[src/rtl/sonar_scheduler.sv]
// Round-robin scheduler for up to six ultrasonic rangers: fires one trigger at a
// time, times the echo pulse in microseconds and hands back one result word per
// channel over a valid/ready port, with a crosstalk guard gap between channels.
//
// state      | meaning
// -----------+-----------------------------------------------------------
// S_IDLE     | no channel enabled; waiting for a nonzero mask
// S_TRIG     | trig[idx] held high for TRIG_US microseconds
// S_WAIT_RISE| waiting for echo[idx] to rise, timeout running
// S_MEASURE  | counting echo width in us, timeout still running
// S_REPORT   | result presented, stalled until res_ready
// S_GAP      | guard interval before the next enabled channel
module sonar_scheduler #(
    parameter int CLK_MHZ    = 50,
    parameter int TRIG_US    = 10,
    parameter int TIMEOUT_US = 30000,
    parameter int GAP_US     = 1000
) (
    input  logic        clk,
    input  logic        rst,
    input  logic        cfg_valid,
    input  logic [5:0]  cfg_mask,
    input  logic [5:0]  echo,
    output logic [5:0]  trig,
    output logic        res_valid,
    input  logic        res_ready,
    output logic [27:0] res_data,
    output logic        busy
);

    typedef enum logic [2:0] {
        S_IDLE, S_TRIG, S_WAIT_RISE, S_MEASURE, S_REPORT, S_GAP
    } state_t;

    localparam int              PW         = (CLK_MHZ > 1) ? $clog2(CLK_MHZ) : 1;
    localparam logic [PW-1:0]   PRESC_LAST = PW'(CLK_MHZ - 1);
    localparam logic [15:0]     TRIG_LAST  = 16'(TRIG_US - 1);
    localparam logic [15:0]     TMO_LAST   = 16'(TIMEOUT_US - 1);
    localparam logic [15:0]     GAP_LAST   = 16'(GAP_US - 1);

    state_t        state_q, state_d;
    logic [5:0]    mask_q, mask_d;
    logic [2:0]    idx_q, idx_d;
    logic [PW-1:0] presc_q, presc_d;
    logic [15:0]   us_cnt_q, us_cnt_d;
    logic [15:0]   width_q, width_d;
    logic [27:0]   res_data_q, res_data_d;
    logic [5:0]    echo_s1_q, echo_s1_d;
    logic [5:0]    echo_s2_q, echo_s2_d;
    logic [5:0]    echo_prev_q, echo_prev_d;

    logic tick;
    logic echo_cur;
    logic echo_old;
    logic tmo_hit;

    function automatic logic [2:0] lowest_idx(input logic [5:0] m);
        lowest_idx = 3'd0;
        for (int i = 5; i >= 0; i--) begin
            if (m[i]) lowest_idx = 3'(i);
        end
    endfunction

    // Next enabled channel strictly above cur, wrapping to the lowest one.
    function automatic logic [2:0] next_idx(input logic [5:0] m, input logic [2:0] cur);
        next_idx = lowest_idx(m);
        for (int i = 5; i >= 0; i--) begin
            if (m[i] && (3'(i) > cur)) next_idx = 3'(i);
        end
    endfunction

    assign tick     = (presc_q == PRESC_LAST);
    assign echo_cur = echo_s2_q[idx_q];
    assign echo_old = echo_prev_q[idx_q];
    assign tmo_hit  = tick && (us_cnt_q == TMO_LAST);

    // Next-state, counter and result computation.
    always_comb begin
        state_d     = state_q;
        mask_d      = mask_q;
        idx_d       = idx_q;
        presc_d     = tick ? '0 : presc_q + 1'b1;
        us_cnt_d    = us_cnt_q;
        width_d     = width_q;
        res_data_d  = res_data_q;
        echo_s1_d   = echo;
        echo_s2_d   = echo_s1_q;
        echo_prev_d = echo_s2_q;

        if (cfg_valid) mask_d = cfg_mask;

        case (state_q)
            S_IDLE: begin
                if (mask_q != 6'd0) begin
                    idx_d    = lowest_idx(mask_q);
                    us_cnt_d = '0;
                    state_d  = S_TRIG;
                end
            end
            S_TRIG: begin
                if (tick) begin
                    if (us_cnt_q == TRIG_LAST) begin
                        us_cnt_d = '0;
                        state_d  = S_WAIT_RISE;
                    end else begin
                        us_cnt_d = us_cnt_q + 16'd1;
                    end
                end
            end
            S_WAIT_RISE: begin
                if (tick) us_cnt_d = us_cnt_q + 16'd1;
                // Timeout wins a same-cycle race so the counter can never run past it.
                if (tmo_hit) begin
                    res_data_d = {1'b0, idx_q, 7'd0, 1'b1, 16'd0};
                    state_d    = S_REPORT;
                end else if (echo_cur && !echo_old) begin
                    width_d = '0;
                    state_d = S_MEASURE;
                end
            end
            S_MEASURE: begin
                if (tick) us_cnt_d = us_cnt_q + 16'd1;
                if (tick && echo_cur && (width_q != 16'hFFFF)) width_d = width_q + 16'd1;
                if (tmo_hit) begin
                    res_data_d = {1'b0, idx_q, 7'd0, 1'b1, width_q};
                    state_d    = S_REPORT;
                end else if (!echo_cur && echo_old) begin
                    res_data_d = {1'b0, idx_q, 7'd0, 1'b0, width_q};
                    state_d    = S_REPORT;
                end
            end
            S_REPORT: begin
                if (res_ready) begin
                    us_cnt_d = '0;
                    state_d  = S_GAP;
                end
            end
            S_GAP: begin
                if (tick) begin
                    if (us_cnt_q == GAP_LAST) begin
                        us_cnt_d = '0;
                        if (mask_q != 6'd0) begin
                            idx_d   = next_idx(mask_q, idx_q);
                            state_d = S_TRIG;
                        end else begin
                            state_d = S_IDLE;
                        end
                    end else begin
                        us_cnt_d = us_cnt_q + 16'd1;
                    end
                end
            end
            default: state_d = S_IDLE;
        endcase

        // A zero mask aborts whatever is in flight; any pending result is dropped.
        if (cfg_valid && (cfg_mask == 6'd0)) begin
            state_d  = S_IDLE;
            us_cnt_d = '0;
        end

        // Trigger and width timing start on a clean microsecond boundary.
        if (((state_d == S_TRIG) && (state_q != S_TRIG)) ||
            ((state_d == S_MEASURE) && (state_q != S_MEASURE)))
            presc_d = '0;
    end

    // State and datapath registers with synchronous reset.
    always_ff @(posedge clk) begin
        if (rst) begin
            state_q     <= S_IDLE;
            mask_q      <= '0;
            idx_q       <= '0;
            presc_q     <= '0;
            us_cnt_q    <= '0;
            width_q     <= '0;
            res_data_q  <= '0;
            echo_s1_q   <= '0;
            echo_s2_q   <= '0;
            echo_prev_q <= '0;
        end else begin
            state_q     <= state_d;
            mask_q      <= mask_d;
            idx_q       <= idx_d;
            presc_q     <= presc_d;
            us_cnt_q    <= us_cnt_d;
            width_q     <= width_d;
            res_data_q  <= res_data_d;
            echo_s1_q   <= echo_s1_d;
            echo_s2_q   <= echo_s2_d;
            echo_prev_q <= echo_prev_d;
        end
    end

    assign trig      = (state_q == S_TRIG) ? (6'd1 << idx_q) : 6'd0;
    assign res_valid = (state_q == S_REPORT);
    assign res_data  = res_data_q;
    assign busy      = (state_q != S_IDLE);

endmodule

[config.mk]
export PLATFORM = sky130hd
export DESIGN_NAME = sonar_scheduler
export DESIGN_NICKNAME = d
export VERILOG_FILES = /design/src/rtl/sonar_scheduler.sv
export SDC_FILE = /design/constraint.sdc
export NUM_CORES = 1
export LEC_CHECK = 0
export ABC_AREA = 0
export ABC_CLOCK_PERIOD_IN_PS = 2800
export CORE_ASPECT_RATIO = 0.75
export CORE_MARGIN = 5
export CORE_UTILIZATION = 39
export CTS_CLUSTER_DIAMETER = 40
export CTS_CLUSTER_SIZE = 40
export DETAILED_ROUTE_END_ITERATION = 8
export HOLD_SLACK_MARGIN = 0.15
export PLACE_DENSITY = 0.59
export SETUP_SLACK_MARGIN = 0.5
export SLEW_MARGIN = 0
export SYNTH_ARGS = -nofsm -noshare
export SYNTH_HDL_FRONTEND = slang
export SYNTH_SLANG_ARGS = --single-unit
[constraint.sdc]
create_clock -name clk -period 2.8 [get_ports clk]
set_input_delay 0.42 -clock clk [delete_from_list [all_inputs] [get_ports clk]]
set_output_delay 0.42 -clock clk [all_outputs]
set_load 0.01 [all_outputs]
==> Word level (Yosys, flattened, before mapping) <==
Index checks and enable logic that the tools add are counted.
{ "op_classes": {"n_eq_ne": 26, "n_lt_le_gt_ge": 7, "n_reduce_logical": 31, "addsub": 3, "div": 0, "n_mul": 0, "shifts": 1, "mux": 51, "bitwise": 0} }
{ "ops": {"columns": ["op", "n"], "rows": [
  ["$mux W16", 10],
  ["$mux W28", 3],
  ["$mux W3", 27],
  ["$pmux W16 S5", 1],
  ["$pmux W28 S2", 1],
  ["$add A16 B1 Y16 const B", 2],
  ["$pmux W16 S2", 1],
  ["$ne A2 B2 Y1 const B", 9],
  ["$pmux W3 S6", 1],
  ["$eq A16 B10 Y1 const B", 1],
  ["$eq A16 B15 Y1 const B", 1],
  ["$eq A16 B4 Y1 const B", 1],
  ["$ne A16 B16 Y1 const B", 1],
  ["$logic_and A1 B1 Y1", 14],
  ["$eq A3 B2 Y1 const B", 3],
  ["$add A6 B1 Y6 const B", 1],
  ["$bmux W1 S3", 2],
  ["$eq A3 B1 Y1 const B", 2],
  ["$eq A3 B3 Y1 const B", 2],
  ["$eq A6 B6 Y1 const B", 1],
  ["$gt A1 B3 Y1 const A", 2],
  ["$gt A2 B3 Y1 const A", 2],
  ["$gt A3 B3 Y1 const A", 2],
  ["$logic_not A6 Y1", 1],
  ["22 further kinds", 28]
]} }
{ "word_totals": {"mem_bits_rw": 0, "ff_bits": 96, "wordCells": 129, "romBits": 0, "n_memories": 0, "output_inout_bits": 36, "latchBits": 0} }

==> Longest topological paths before layout <==
Gate-level depths: netlist of run 1.
{ "logic_depth": {"word_depth": 16, "mapped_depth": 11} }

==> Worst setup path after synthesis of run 1 <==
OpenSTA, ideal clock, no wires.
{ "synth_path": {"path_kind": "register to register", "startpoint": "register us_cnt_q[0]", "endpoint": "register width_q[15]", "stages_incl_launch_ff": 9, "setup_time_ns": 0.070, "setup_slack_ns": 0.518, "arrival_ns": 2.213, "required_ns": 2.730, "period_less_slack_ns": 2.282, "path_cell_list": "dfxtp_1 -> ha_1 -> and4_1 -> and3_1 -> a311oi_2 -> a2bb2oi_1 -> clkbuf_1 -> or4_1 -> a21oi_1"} }
{ "synth_between": {"elab_chain_cells": 4} }
{ "synth_lines": {"columns": ["element", "line_no", "text"], "rows": [
  ["start, declared", "45", "logic [15:0] us_cnt_q, us_cnt_d;"],
  ["start signal, assigned", "186", "us_cnt_q <= us_cnt_d;"],
  ["$eq A16 B15 Y1", "75", "assign tmo_hit = tick && (us_cnt_q == TMO_LAST);"],
  ["$logic_and A1 B1 Y1", "75", null],
  ["$ne A2 B2 Y1 (no line)", null, null],
  ["$reduce_and A4 Y1 (no line)", null, null],
  ["end signal, assigned", "187", "width_q <= width_d;"],
  ["end, declared", "46", "logic [15:0] width_q, width_d;"]
]} }
Every way passes these cells.
A chain may end at the register's enable or synchronous reset.

==> Final worst setup path of run 1 <==
{ "layout_path": {"startpoint": "register us_cnt_q[11]", "endpoint": "register width_q[10]"} }
The elaborated chain is that of the path after synthesis.

==> results of run 1 <==
what timing repair did:
item / 4_1_cts / 5_1_grt
setup buffers: 5 / 12
gates resized for setup: 20 / 59
endpoints found under the setup margin: 61 / 54
pin swaps: 4 / 33
gates cloned: 1 / 2
worst max-delay path by stage:
stage                              to  slack, ps  cells past startpoint
after floorplan           width_q[15]        520                      8
after global placement     presc_q[2]        230                      7
after detailed placement   presc_q[2]        180                      6
after CTS                     trig[1]        450                      5
after global routing      width_q[10]        440                      6
final                     width_q[10]        510                      6
power groups by stage:
stage	Combinational, mW	Sequential, mW	Clock [mW]
6_report	0.324	1.33	1.32
5_1_grt	0.355	1.33	1.40
4_1_cts	0.287	1.33	1.35
3_5_place_dp	0.266	1.35	0
3_3_place_gp	0.261	1.35	0
2_1_floorplan	0.216	1.33	0
stage by stage:
stage          setup slack [ps]  instances
2_1_floorplan               518        529
3_3_place_gp                225        685
3_5_place_dp                181        685
4_1_cts                     455        707
5_1_grt                     445        721
6_report                    515        721
layer usage:
metal  routed length [µm]  up-vias
li1                     -     1959
met3                  621       11
met2                 4740      106
met4                  122        0
met5                    0        -
met1                 5230     1812
cell families (layout without fill, tap and decap cells):
| kind of cell | count (synthesis) | count (layout) | synth area share |
|---|---|---|---|
| AOI/OAI and AO/OA | 103 | 104 | 0.154 |
| xor gates and xnor gates | 17 | 17 | 0.0341 |
| buffers and inverters | 50 | 101 | 0.0591 |
| muxes | 13 | 13 | 0.0298 |
| other | 1 | 8 | 0.000860 |
| and+or+nand+nor | 245 | 245 | 0.304 |
| adders and majority gates | 5 | 5 | 0.0143 |
| DFF | 88 | 88 | 0.404 |
placed cells by master, fill, tap and decap left out, types with 3 or more instances in the layout:
cell,n
sky130_fd_sc_hd__dfxtp_1,73
sky130_fd_sc_hd__nor2_1,49
sky130_fd_sc_hd__nand2_1,46
sky130_fd_sc_hd__clkdlybuf4s50_1,40
sky130_fd_sc_hd__a21oi_1,37
sky130_fd_sc_hd__nand3_1,30
sky130_fd_sc_hd__buf_4,25
sky130_fd_sc_hd__nor2b_1,21
sky130_fd_sc_hd__mux2i_1,13
sky130_fd_sc_hd__xnor2_1,13
sky130_fd_sc_hd__o21ai_0,12
sky130_fd_sc_hd__nand2b_1,10
sky130_fd_sc_hd__nor3_1,10
sky130_fd_sc_hd__inv_1,10
sky130_fd_sc_hd__nand4_1,10
sky130_fd_sc_hd__dfxtp_2,10
sky130_fd_sc_hd__o211ai_1,9
sky130_fd_sc_hd__clkbuf_16,9
sky130_fd_sc_hd__and3_1,8
sky130_fd_sc_hd__conb_1,8
sky130_fd_sc_hd__or4_4,7
sky130_fd_sc_hd__or4_1,6
sky130_fd_sc_hd__and2_1,5
sky130_fd_sc_hd__a21oi_2,5
sky130_fd_sc_hd__nor4_1,5
sky130_fd_sc_hd__o31ai_1,5
sky130_fd_sc_hd__or3_1,5
sky130_fd_sc_hd__dfxtp_4,5
sky130_fd_sc_hd__and4_1,4
sky130_fd_sc_hd__o22ai_1,4
sky130_fd_sc_hd__a31oi_1,4
sky130_fd_sc_hd__xor2_1,4
sky130_fd_sc_hd__buf_6,4
sky130_fd_sc_hd__ha_1,3
area by class of cell:
cell class / count / area [µm²] / share of cell area
Multi-Input combinational cell: 392 / 2580 / 0.459
Sequential cell: 88 / 1790 / 0.319
Timing Repair Buffer: 74 / 698 / 0.124
Clock buffer: 12 / 256 / 0.0456
Tap cell: 140 / 175 / 0.0312
Clock inverter: 4 / 76.3 / 0.0136
Inverter: 11 / 41.3 / 0.00734
flip-flops by register name (all words and copies together) (netlist names):
| signal | count |
|---|---|
| echo_s1_q | 6 |
| idx_q | 3 |
| mask_q | 6 |
| width_q | 16 |
| presc_q | 6 |
| echo_prev_d | 6 |
| us_cnt_q | 16 |
| echo_prev_q | 6 |
| state_q | 3 |
| res_data | 20 |
worst max-delay path: cells and delay by family, from the launching register on:
kind	cells	cell delay, ps
and+or+nand+nor	4	1380
AOI/OAI and AO/OA	2	500
DFF	1	340
==> results.cfg, run 1 <==
[placed_design]
placedInstanceArea_mm2 = 0.00487
globalplace.congestion = 0.849
quantity_of_i_o_buffers_inserted_on_ports = 43
dp_hpwl_mm = 7.15

[routing]
drtAntennaViolNets = 0
post_drt_via_cell_ratio = 5.39
drc_violations = 0
via_count = 3888
routed_wire_length_mm = 10.7
detail_route.wl_per_cell_um = 14.9
drt_iter0_drc = 243
dr.pass1.iters = 4

[floorplanning]
initial_utilization = 0.399
dieWidth_um = 132
floorplan.io_pins = 52
core_area_mm2 = 0.0109
die-area_mm2 = 0.0134
die_h_um = 102
placement_rows = 33

[sta]
max_slew_violations = 0
min_period_ps = 2290
final_hold_viols = 0
worst_pin_slew_ps = 731
worst_hold_slack_ps = 433
finalCritPeriodShare = 0.816
setup_tns_final_ps = 0
max_clock_freq_mhz = 438
fin_skew_ps = 4.02
maxSlewHeadroom = 0.513
rsz_0062_raised_after_global_routing = yes
setup-violations-final = 0

[finish]
area_delta_synth_final_pct = 28.9
design.final.nets = 597
nFillCells = 1026
antenna_cells_inserted = 0
drive_above_1_share = 0.189
layout.core_utilization = 0.514
finish.instance_area_mm2 = 0.00562

[worst_setup_path]
crit-reg2reg-launch = us_cnt_q[11]
slowest_delay_ps = 520
rr_worst_depth = 6
ff_to_ff_setup_slack_ps = 510
required_ps = 3090
cp_data_arrival_time_ps = 2570
crit_path_start = us_cnt_q[11]
critical_path.max_fanout = 5
critical_path.cell_chain = or3_4 > nor4_4 > a311oi_4 > a31o_4 > or4_1 > nand2_1
endpoint_kind = register
crit_type = reg -> reg
r2r-end = width_q[10]
cpMaxStageDelayCell = sky130_fd_sc_hd__or4_1
timing.critical_path.from_type = register

[power]
max-vdd-ir-drop_mv = 0.255
sequential_group_share_of_total_power = 0.447
pwr-share-clk = 0.444
report.power.total_mw = 2.97
power.internal_mw = 2.27
powerDensity_mw_per_mm2 = 528
p_leak_nw = 1.96
power_frac_comb = 0.109
p_sw_mw = 0.705
switching_share = 0.237

[clock_network]
numCtsBuffers = 9
tritoncts_num_sinks = 88
cts.root.buffer_cell = sky130_fd_sc_hd__clkbuf_16
clk_latency_ps = 340
clock_tree_from_tritoncts = yes
cts_max_path_buffers = 2
ctsHtreeMaxLevel = 3
holdBufCountCts = 0
clkSlewWorstSetupHoldPaths_ps = 60

[synth]
synth.top_cells.by_area = sky130_fd_sc_hd__dfxtp_1, sky130_fd_sc_hd__a21oi_1, sky130_fd_sc_hd__nor2_1
synth_enable_flop_cells = 0
syn_area_per_cell_um2 = 8.36
yosys_register_bits = 88
synth_top_area_cell = sky130_fd_sc_hd__dfxtp_1
most_instantiated_cells_after_synthesis = sky130_fd_sc_hd__dfxtp_1, sky130_fd_sc_hd__nor2_1, sky130_fd_sc_hd__nand2_1
netlist_area_before_placement_mm2 = 0.00436
synth_sequential_area_ratio = 0.404
yosys_most_used_dff = sky130_fd_sc_hd__dfxtp_1
most_frequent_cell_after_synthesis = sky130_fd_sc_hd__dfxtp_1
synthesis.instances = 522
synth_async_sr_flop_share = 0
syn_warnings = 0
synth.top_cell.area_share = 0.404
yosysUniqueCellTypes = 62

[global_routing]
groute.usage.overall = 0.160
global_route.peak_usage_layer = met2
final_global_route_overflow_total = 0
vias_in_the_first_global_route = 3620
grt_antenna_before_repair = 0
grt_pass1_wl_mm = 17.7
grtUsageMet1 = 0.220
use_met2 = 0.247
global_routing_usage_on_met3 = 0.0407
pin_count_of_the_biggest_net_entering_global_routing = 37

[min_path]
min_to = echo_prev_d[2]
min-delay-start = echo_s1_q[2]
worstHoldPathType = reg -> reg
min_path_cells = 1

[run]
timing.max_cap.violations = 0

[status]
outcome = finished clean
(Power assumes the default switching activity.)
==> run 2, diff against run 1 <==
- ABC_CLOCK_PERIOD_IN_PS: 2800 -> 2270
- clock period: 2.8 -> 2.27 ns (I/O delays scaled with it)
==> run 2 against run 1 <==
Compared with the run above: hold slack improved by 5.9 ps; utilization rose by 8.2 points; worst setup slack got worse by 450 ps; via count rose by 8.2%; global-route usage rose by 2.0 points; critical endpoint is now presc_q[3]; largest power group unchanged.
==> results.cfg, run 2 (synthesized netlist as in run 1, its figures left out) <==
[status]
outcome = finished clean

[power]
powerDensity_mw_per_mm2 = 555
max-vdd-ir-drop_mv = 0.332
report.power.total_mw = 3.62
p_leak_nw = 2.34

[finish]
design.final.nets = 655
area_delta_synth_final_pct = 49.5
mostFrequentLayoutCell = sky130_fd_sc_hd__dfxtp_1
drive_above_1_share = 0.377
layoutNonFillerInstCount = 779
finish.instance_area_mm2 = 0.00652
largest_register_ff_count = 20
layout.core_utilization = 0.596
antenna_cells_inserted = 0
most-common-layout-cells = sky130_fd_sc_hd__dfxtp_1, sky130_fd_sc_hd__buf_4, sky130_fd_sc_hd__nor2_1
nFillCells = 921

[routing]
detail_route.wl_per_cell_um = 15.6
routed_wire_length_mm = 12.2
dr.pass1.iters = 4
drc_violations = 0
via_count = 4208
drtAntennaViolNets = 0
post_drt_via_cell_ratio = 5.40
drt_iter0_drc = 270

[worst_setup_path]
timing.critical_path.depth = 6
crit_family = simple AND/OR/NAND/NOR gates
critical_path.cell_chain = or4_4 > or3_4 > o31ai_4 > nand4_1 > a21oi_4 > nor3_2
cp_num_buf_inv = 0
slowest_delay_ps = 550
critical_path.max_fanout = 6
cp_data_arrival_time_ps = 2420
rr_worst_depth = 6
crit_type = reg -> reg
timing.critical_path.from_type = register
ff_to_ff_setup_slack_ps = 70
timing.critical_path.to = presc_q[3]
crit_path_start = us_cnt_q[10]
cpMaxStageDelayCell = sky130_fd_sc_hd__or4_4
endpoint_kind = register
crit-reg2reg-launch = us_cnt_q[10]
r2r-end = presc_q[3]
required_ps = 2490

[global_routing]
grt_antenna_before_repair = 0
final_global_route_overflow_total = 0
vias_in_the_first_global_route = 4022
grt_pass1_wl_mm = 20.0
groute.usage.overall = 0.180
pin_count_of_the_biggest_net_entering_global_routing = 26

[sta]
worst_pin_slew_ps = 614
fin_skew_ps = 10.0
timing.final.ws_setup_ps = 66.5
setup-violations-final = 0
max_slew_violations = 0
maxSlewHeadroom = 0.589
final_hold_viols = 0
min_period_ps = 2200
max_clock_freq_mhz = 454
rsz_0062_raised_after_global_routing = yes
finalCritPeriodShare = 0.971

[clock_network]
clkSlewWorstSetupHoldPaths_ps = 70
cts_max_path_buffers = 2
cts.root.buffer_cell = sky130_fd_sc_hd__clkbuf_16
ctsHtreeMaxLevel = 3
numCtsBuffers = 9
tritoncts_num_sinks = 88
clock_tree_from_tritoncts = yes
clk_latency_ps = 340

[placed_design]
dp_hpwl_mm = 7.79
post-place-ws_ps = -60.5
placedInstanceArea_mm2 = 0.00539
quantity_of_i_o_buffers_inserted_on_ports = 43
placedCellCount = 727
globalplace.congestion = 0.854

[floorplanning]
placement_rows = 33
dieWidth_um = 132
initial_utilization = 0.399
die_h_um = 102
core_area_mm2 = 0.0109
die-area_mm2 = 0.0134
floorplan.io_pins = 52

[run]
timing.max_cap.violations = 0

[min_path]
worstHoldPathType = reg -> reg
-- run 2: cell types whose count changed in the layout (fill, tap and decap cells not counted), moves of 6 or more --
cell                              before  now
sky130_fd_sc_hd__nand3_2               0   11
sky130_fd_sc_hd__clkbuf_2              0    6
sky130_fd_sc_hd__nand3_1              30   19
sky130_fd_sc_hd__nand2_2               2   11
sky130_fd_sc_hd__clkdlybuf4s50_1      40   34
sky130_fd_sc_hd__buf_6                 4   11
sky130_fd_sc_hd__buf_4                25   65
sky130_fd_sc_hd__nand2_1              46   33
sky130_fd_sc_hd__nor2_4                2    8
sky130_fd_sc_hd__nor2_1               49   40
sky130_fd_sc_hd__buf_16                0    6
-- run 2: what timing repair did --
item                                    in CTS  in global routing
resized for setup                           82                 64
endpoints found under the hold margin        0                  0
gates cloned                                 6                  1
endpoints found under the setup margin      72                 71
hold buffers                                 0                  0
pin swaps                                   50                 24
setup buffers                               21                  8
-- run 2: per-layer routing --
metal	global-route usage	part of all wire
met1	0.243	0.47
met3	0.0452	0.053
met5	0	0
met4	0.0387	0.011
met2	0.295	0.47
-- run 2: layout make-up --
cell class              instances  area (µm²)  share of cell area
clock inverters                 6        50.0             0.00768
well taps                     140         175              0.0269
inverters                      11        43.8             0.00672
flip-flops and latches         88        1790               0.275
multi-input cells             391        2920               0.447
clock buffers                  10         229              0.0351
repair buffers                133        1310               0.202
-- run 2: worst min-delay path by stage --
stage / from / to / slack (ps) / cells past startpoint
floorplan: echo_s1_q[0] / echo_prev_d[0] / 410 / 1
global placement: echo_s1_q[0] / echo_prev_d[0] / 420 / 1
detailed placement: echo_s1_q[5] / echo_prev_d[5] / 420 / 1
CTS: echo_s1_q[5] / echo_prev_d[5] / 440 / 1
global route: echo_s1_q[2] / echo_prev_d[2] / 460 / 1
finish: echo_s1_q[5] / echo_prev_d[5] / 440 / 1
-- run 2: report_power, final --
group / internal, mW / switching, mW / leakage (nW)
registers: 1.58 / 0.0390 / 0.723
logic: 0.289 / 0.291 / 1.49
clock network: 0.756 / 0.657 / 0.130
-- run 2: worst reg2reg max path: stages, from the launching register on --
cell and delay (ps):
sky130_fd_sc_hd__dfxtp_2 320, sky130_fd_sc_hd__or4_4 550, sky130_fd_sc_hd__or3_4 420, sky130_fd_sc_hd__o31ai_4 270, sky130_fd_sc_hd__nand4_1 180, sky130_fd_sc_hd__a21oi_4 270, sky130_fd_sc_hd__nor3_2 80
-- run 2: metrics by stage --
stage               hold WS, ps  TNS (ps)
finish                      439         0
global placement            418     -19.5
CTS                         440         0
global route                458      -140
floorplan                   414         0
detailed placement          423      -118
